**config.mk**
```make
export PLATFORM = sky130hd
export DESIGN_NAME = ysyx_210544_if_axi_rd
export DESIGN_NICKNAME = d
export VERILOG_FILES = /design/src/rtl/ysyx_210544_if_axi_rd.sv
export SDC_FILE = /design/constraint.sdc
export NUM_CORES = 1
export LEC_CHECK = 0
export ABC_AREA = 1
export BUFFER_PORTS_ARGS = -buffer_cell sky130_fd_sc_hd__buf_4
export CAP_MARGIN = 20
export CORE_MARGIN = 10
export CORE_UTILIZATION = 44
export CTS_CLUSTER_SIZE = 20
export DETAILED_ROUTE_END_ITERATION = 12
export GPL_ROUTABILITY_DRIVEN = 0
export PLACE_DENSITY = 0.82
export SLEW_MARGIN = 10
export SYNTH_ARGS = -nofsm -noshare
export SYNTH_HDL_FRONTEND = slang
export SYNTH_SLANG_ARGS = --single-unit
```
**constraint.sdc**
```tcl
create_clock -name clk -period 1.8 [get_ports clk]
set_input_delay 0.18 -clock clk [delete_from_list [all_inputs] [get_ports clk]]
set_output_delay 0.18 -clock clk [all_outputs]
set_load 0.02 [all_outputs]
```
**src/rtl/ysyx_210544_if_axi_rd.sv**
```systemverilog
// Instruction-fetch AXI read master: one 32-bit fetch per request,
// issued as a single-beat 64-bit AXI read with lane selection on addr[2].
module ysyx_210544_if_axi_rd #(
    parameter logic [3:0] AXI_ID = 4'h0
) (
    input  logic        clk,
    input  logic        rst,

    input  logic        i_bus_req,
    input  logic [63:0] i_bus_addr,
    output logic        o_bus_ack,
    output logic [31:0] o_bus_rdata,
    output logic        o_bus_err,

    output logic        o_axi_ar_valid,
    input  logic        i_axi_ar_ready,
    output logic [63:0] o_axi_ar_addr,
    output logic [3:0]  o_axi_ar_id,
    output logic [7:0]  o_axi_ar_len,
    output logic [2:0]  o_axi_ar_size,
    output logic [1:0]  o_axi_ar_burst,

    input  logic        i_axi_r_valid,
    output logic        o_axi_r_ready,
    input  logic [63:0] i_axi_r_data,
    input  logic [1:0]  i_axi_r_resp,
    input  logic        i_axi_r_last,
    input  logic [3:0]  i_axi_r_id
);

    typedef enum logic [1:0] {
        IDLE = 2'd0,
        ADDR = 2'd1,
        DATA = 2'd2,
        ACK  = 2'd3
    } state_t;

    state_t      state_q, state_d;
    logic [63:0] addr_q, addr_d;
    logic        ar_valid_q, ar_valid_d;
    logic        r_ready_q, r_ready_d;
    logic        ack_q, ack_d;
    logic        err_q, err_d;
    logic [31:0] rdata_q, rdata_d;

    // Single outstanding beat: last and id carry no extra information.
    logic unused_r_sideband;
    assign unused_r_sideband = ^{i_axi_r_last, i_axi_r_id};

    // Fixed single-beat, 4-byte, INCR read attributes.
    assign o_axi_ar_id    = AXI_ID;
    assign o_axi_ar_len   = 8'd0;
    assign o_axi_ar_size  = 3'b010;
    assign o_axi_ar_burst = 2'b01;

    assign o_axi_ar_valid = ar_valid_q;
    assign o_axi_ar_addr  = addr_q;
    assign o_axi_r_ready  = r_ready_q;
    assign o_bus_ack      = ack_q;
    assign o_bus_rdata    = rdata_q;
    assign o_bus_err      = err_q;

    // Next-state and next-output logic; outputs are registered below.
    always_comb begin
        state_d    = state_q;
        addr_d     = addr_q;
        ar_valid_d = ar_valid_q;
        r_ready_d  = r_ready_q;
        ack_d      = 1'b0;
        err_d      = err_q;
        rdata_d    = rdata_q;
        unique case (state_q)
            IDLE: begin
                if (i_bus_req) begin
                    addr_d     = i_bus_addr;
                    ar_valid_d = 1'b1;
                    state_d    = ADDR;
                end
            end
            ADDR: begin
                if (i_axi_ar_ready) begin
                    ar_valid_d = 1'b0;
                    r_ready_d  = 1'b1;
                    state_d    = DATA;
                end
            end
            DATA: begin
                if (i_axi_r_valid) begin
                    r_ready_d = 1'b0;
                    rdata_d   = addr_q[2] ? i_axi_r_data[63:32]
                                          : i_axi_r_data[31:0];
                    err_d     = (i_axi_r_resp != 2'b00);
                    ack_d     = 1'b1;
                    state_d   = ACK;
                end
            end
            ACK: begin
                state_d = IDLE;
            end
            default: begin
                state_d = IDLE;
            end
        endcase
    end

    // State and output registers with synchronous reset.
    always_ff @(posedge clk) begin
        if (rst) begin
            state_q    <= IDLE;
            addr_q     <= 64'd0;
            ar_valid_q <= 1'b0;
            r_ready_q  <= 1'b0;
            ack_q      <= 1'b0;
            err_q      <= 1'b0;
            rdata_q    <= 32'd0;
        end else begin
            state_q    <= state_d;
            addr_q     <= addr_d;
            ar_valid_q <= ar_valid_d;
            r_ready_q  <= r_ready_d;
            ack_q      <= ack_d;
            err_q      <= err_d;
            rdata_q    <= rdata_d;
        end
    end

endmodule

```
### Yosys cells after proc, flatten, opt, wreduce, memory -nomap -nowiden

Index checks and enable logic that the tools add are counted.

* divide/modulo/power cells: 0
* order comparisons: 0
* add/subtract/negate cells: 0
* bitwise logic cells: 1
* multiply operators: 0
* reductions and logical operators: 10
* mux-type cells: 12
* shift-type cells: 0
* eq/ne operators: 6

Operators by type and width (count)
* two-way mux 32 bit: 1
* AND reduction 3 bit: 3
* case mux 2 bit (4 select lines): 1
* two-way mux 2 bit: 3
* inequality test 2 bit (second input constant): 3
* nonzero test 2 bit: 3
* two-way mux 1 bit: 5
* == test 2 bit (second input constant): 2
* case mux 1 bit (2 select lines): 2
* AND reduction 2 bit: 2
* == test 2 x 1 -> 1 bit (second input constant): 1
* logical NOT 2 bit: 1
* OR reduction 2 bit: 1
* NOT 1 bit: 1

* logic and storage cells: 36
* bits in latches: 0
* bits in registers: 102
* ROM bits: 0
* memories kept: 0
* memory bits (writable): 0
* bits of input ports: 140

### Logic depth before layout (Yosys ltp)

* depth in word-level cells: 3
* mapped depth: 9

### Worst setup path before layout

OpenSTA, ideal clock, no wires.

* path kind: register -> register
* from: reg state_q[0]
* to: reg rdata_q[11], in the netlist o_bus_rdata[11]
* setup slack: 480 ps
* arrival time: 1204 ps
* stages on the path, launching flop included: 9
* cell sequence: dfxtp_1 > inv_1 > ha_1 > nand2_2 > inv_2 > buf_8 > buf_6 > o211ai_1 > inv_1

* longest elaborated chain between the ends: 2

RTL lines
* start: declaration: RTL line 38 `state_t state_q, state_d;`
* start signal: assignment: RTL line 117 `state_q <= state_d;`
* == test 2 bit: RTL line 72 `unique case (state_q)`
* AND reduction 2 bit (no source line)
* end signal: assignment: RTL line 123 `rdata_q <= rdata_d;`
* end: declaration: RTL line 44 `logic [31:0] rdata_q, rdata_d;`

No other way between the ends.
A chain may end at the register's enable or synchronous reset.

### Worst setup path in the final report

* from: reg state_q[0]
* to: reg rdata_q[4], in the netlist o_bus_rdata[4]

Same word-level chain as after synthesis.

==> impl_summary.log <==
INFO  metric status = complete, no violations
INFO  metric fin_tns_setup = 0 ns
INFO  metric synthDominantAreaCellType = sky130_fd_sc_hd__dfxtp_1
INFO  metric grt.total_usage = 0.184
INFO  metric p_per_area = 1350 nW/um^2
INFO  metric timing.hold.worst.class = primary input to register
INFO  metric routedWlPerCell = around 15 um
INFO  metric place_hpwl = 10700 um
INFO  metric startpoint_type = register
INFO  metric sum_of_buffers_and_inverters_on_the_critical_path = 4
INFO  metric core_area = 9770 sq um
INFO  metric slew_at_the_pin_closest_to_its_max_slew_limit = ~0.54 ns
INFO  metric synthesis.instances = 559
INFO  metric via_count_of_the_first_global_routing_pass = about 4400
INFO  metric clock_insertion_delay_worst_skew = 0.37 ns
INFO  metric initial_utilization = 0.453
INFO  metric timing.critical_path.depth = 8
INFO  metric worst-r2r-setup-slack = 0.16 ns
INFO  metric std_cell_rows = 36
INFO  metric cp_arrival = between 1.5 and 2 ns
INFO  metric clock-sinks = just over 100
INFO  metric final_hold_viol_count = 0
INFO  metric worstSetupPathType = register to register
INFO  metric synthesis.area = 4430 sq um
INFO  metric n_antenna_cell = 0
INFO  metric mostFrequentLayoutCells = sky130_fd_sc_hd__buf_4, sky130_fd_sc_hd__nor2_1, sky130_fd_sc_hd__dfxtp_1
INFO  metric max-cap-violations = 0
INFO  metric netlist_top_cells_area = sky130_fd_sc_hd__dfxtp_1, sky130_fd_sc_hd__nor2_1, sky130_fd_sc_hd__nand2_1
INFO  metric clk_root_buffer_cell = sky130_fd_sc_hd__clkbuf_8
INFO  metric max_stage_delay = 0.33 ns
INFO  metric regToRegEndpoint = o_bus_rdata[4]
INFO  metric clock_tree.buffer_depth = 2
INFO  metric finClkSkew = roughly 0.023 ns
INFO  metric vdd.ir_drop.worst = around 650 uV
INFO  metric power.total = about 8.5 mW
INFO  metric proportion_of_layout_cells_with_a_drive_suffix_above_1 = 0.397
INFO  metric synth_cell_type_count = 24
INFO  metric cts_htree_levels = 3
INFO  metric synth-warning-count = 0
INFO  metric whs = 0.0408 ns
INFO  metric die_x = 120 um
INFO  metric cp.required = between 2 and 2.5 ns
INFO  metric crit-reg2reg-launch = state_q[0]
INFO  metric worst_slew_margin_rel = 0.639
INFO  metric routed_wl = around 14000 um
INFO  metric syn_area_per_cell = 7.92 sq um
INFO  metric drt_pre_antenna_iters = 4
INFO  metric yosys_register_bits = 102
INFO  metric timing.final.crit_period = 1.64 ns
INFO  metric crit_path_end = o_bus_rdata[4]
INFO  metric number_of_antenna_violations_at_the_first_check_in_global_routing = 0
INFO  metric most_frequent_standard_cell_in_the_layout_excluding_fill_and_tap_cells = sky130_fd_sc_hd__buf_4
INFO  metric pin_count = about 260
INFO  metric num-nets-final = ~900
INFO  metric clock_tree_from_tritoncts = done
INFO  metric rsz0062_at_grt = no
INFO  metric critical_path.cell_chain = inv_1 -> ha_1 -> nand2_2 -> inv_2 -> buf_12 -> nand3_1 -> o211ai_1 -> inv_1
INFO  metric achievable-frequency = 0.609 GHz
INFO  metric worstPathMaxFanout = 65
INFO  metric ant_nets = 0
INFO  metric postCtsSetupRepairBufs = 0
INFO  metric worst_setup_hold_path_clk_slew = between 0.1 and 0.15 ns
INFO  metric synth-seq-area-share = 0.461
INFO  metric worst_r2r_path_depth = 8
INFO  metric p_leak = 3.17 nW
INFO  metric fin_crit_sh = 0.912
INFO  metric port-buffer-count = 234
INFO  metric worstSetupStartpoint = state_q[0]
INFO  metric global_route_wire_length_before_repair = 21900 um
INFO  metric grt_overflow = 0
INFO  metric routed_via_density = 4.81
INFO  metric yosys.area.top_type_share = 0.461
INFO  metric drt-initial-drc-count = 281
INFO  metric slew_viol_final = 0
INFO  metric kind_of_capture_point_of_the_worst_setup_path = register
INFO  metric timing.final.setup_violations = 0
INFO  metric route.vias.total = 4384
INFO  metric die_height = 120 um
INFO  metric cp_top_family = buffers and inverters
INFO  metric drt_drc_violations_left = 0
INFO  metric critical_path.most_common_cell = sky130_fd_sc_hd__inv_1
INFO  metric pin_count_of_the_biggest_net_entering_global_routing = 68
INFO  metric cts_buffers = 9
INFO  metric ctsResizeCount = 0
INFO  metric die-area = 14500 sq um
INFO  metric flow.area_growth_from_synthesis = 42.8%
INFO  metric slowest_stage = sky130_fd_sc_hd__dfxtp_1
[tightest hold or removal path, stage by stage]
cell                      delay, ns
sky130_fd_sc_hd__buf_4         0.07
sky130_fd_sc_hd__o21ai_1       0.05
sky130_fd_sc_hd__nor2_1        0.07
[synthesized netlist by cell type]
cell type / count
sky130_fd_sc_hd__a21oi_1: 2
sky130_fd_sc_hd__buf_12: 2
sky130_fd_sc_hd__buf_2: 12
sky130_fd_sc_hd__buf_4: 23
sky130_fd_sc_hd__buf_6: 7
sky130_fd_sc_hd__buf_8: 1
sky130_fd_sc_hd__clkbuf_1: 6
sky130_fd_sc_hd__clkbuf_2: 3
sky130_fd_sc_hd__conb_1: 2
sky130_fd_sc_hd__dfxtp_1: 102
sky130_fd_sc_hd__ha_1: 5
sky130_fd_sc_hd__inv_1: 31
sky130_fd_sc_hd__inv_2: 15
sky130_fd_sc_hd__nand2_1: 78
sky130_fd_sc_hd__nand2_2: 2
sky130_fd_sc_hd__nand3_1: 18
sky130_fd_sc_hd__nand3_2: 17
sky130_fd_sc_hd__nor2_1: 134
sky130_fd_sc_hd__nor3_1: 1
sky130_fd_sc_hd__o211ai_1: 15
sky130_fd_sc_hd__o211ai_2: 17
sky130_fd_sc_hd__o21ai_0: 53
sky130_fd_sc_hd__o21ai_1: 12
sky130_fd_sc_hd__or2_2: 1
[kinds of logic (layout without fill, tap and decap cells)]
kind of cell / count (synthesis) / after routing / share of synthesized area
buf+inv: 100 / 304 / 0.130
compound gates: 99 / 99 / 0.149
other cells: 2 / 17 / 0.00170
simple gates: 251 / 251 / 0.244
fa+ha+maj: 5 / 5 / 0.0141
flops: 102 / 102 / 0.461
[report_power, final]
group	switching (mW)	internal (mW)	total (mW)
logic	2.27	1.49	3.76
registers	0.340	2.85	3.19
clock network	0.872	0.687	1.56
[routing by layer]
metal	GRT usage	part of all wire
met4	0.0701	0.027
met5	0	0
met1	0.193	0.36
met3	0.0596	0.088
met2	0.334	0.52
[final cells by class]
cell class	count	area (sq um)
Clock buffer	9	124
Clock inverter	7	97.6
Fill cell	822	3450
Inverter	46	173
Multi-Input combinational cell	372	1870
Sequential cell	102	2040
Tap cell	133	166
Timing Repair Buffer	242	1860
[metrics by stage]
stage | setup slack (ns) | utilization | std cells | instance area [sq um]
after floorplan | 0.480 | - | 574 | 4490
after global placement | 0.276 | 0.624 | 894 | 6090
after detailed placement | 0.189 | 0.624 | 894 | 6090
after CTS | 0.172 | 0.647 | 911 | 6330
after global routing | 0.0368 | 0.647 | 911 | 6330
final | 0.158 | 0.647 | 911 | 6330
[state kept, by name, indices dropped and copies added, names as in the netlist]
register and flops:
state_q 2, o_axi_r_ready 1, o_bus_err 1, o_bus_ack 1, o_axi_ar_addr 64, o_axi_ar_valid 1, o_bus_rdata 32
[how the worst min path moves through the flow]
stage	from	endpoint	slack, ns	cells after the start
after floorplan	rst	o_axi_ar_valid	0.25	1
after global placement	rst	o_axi_ar_valid	0.37	2
after CTS	i_bus_addr[57]	o_axi_ar_addr[57]	0.02	3
final	i_bus_addr[57]	o_axi_ar_addr[57]	0.04	3
after global routing	i_bus_addr[25]	o_axi_ar_addr[25]	0.04	3
after detailed placement	rst	o_bus_ack	0.37	2
[repair_timing]
action,4_1_cts,5_1_grt
endpoints found under the hold margin,2,0
hold buffers,1,0
endpoints found under the setup margin,0,0
Note: power is estimated with default switching activity, not from simulation.
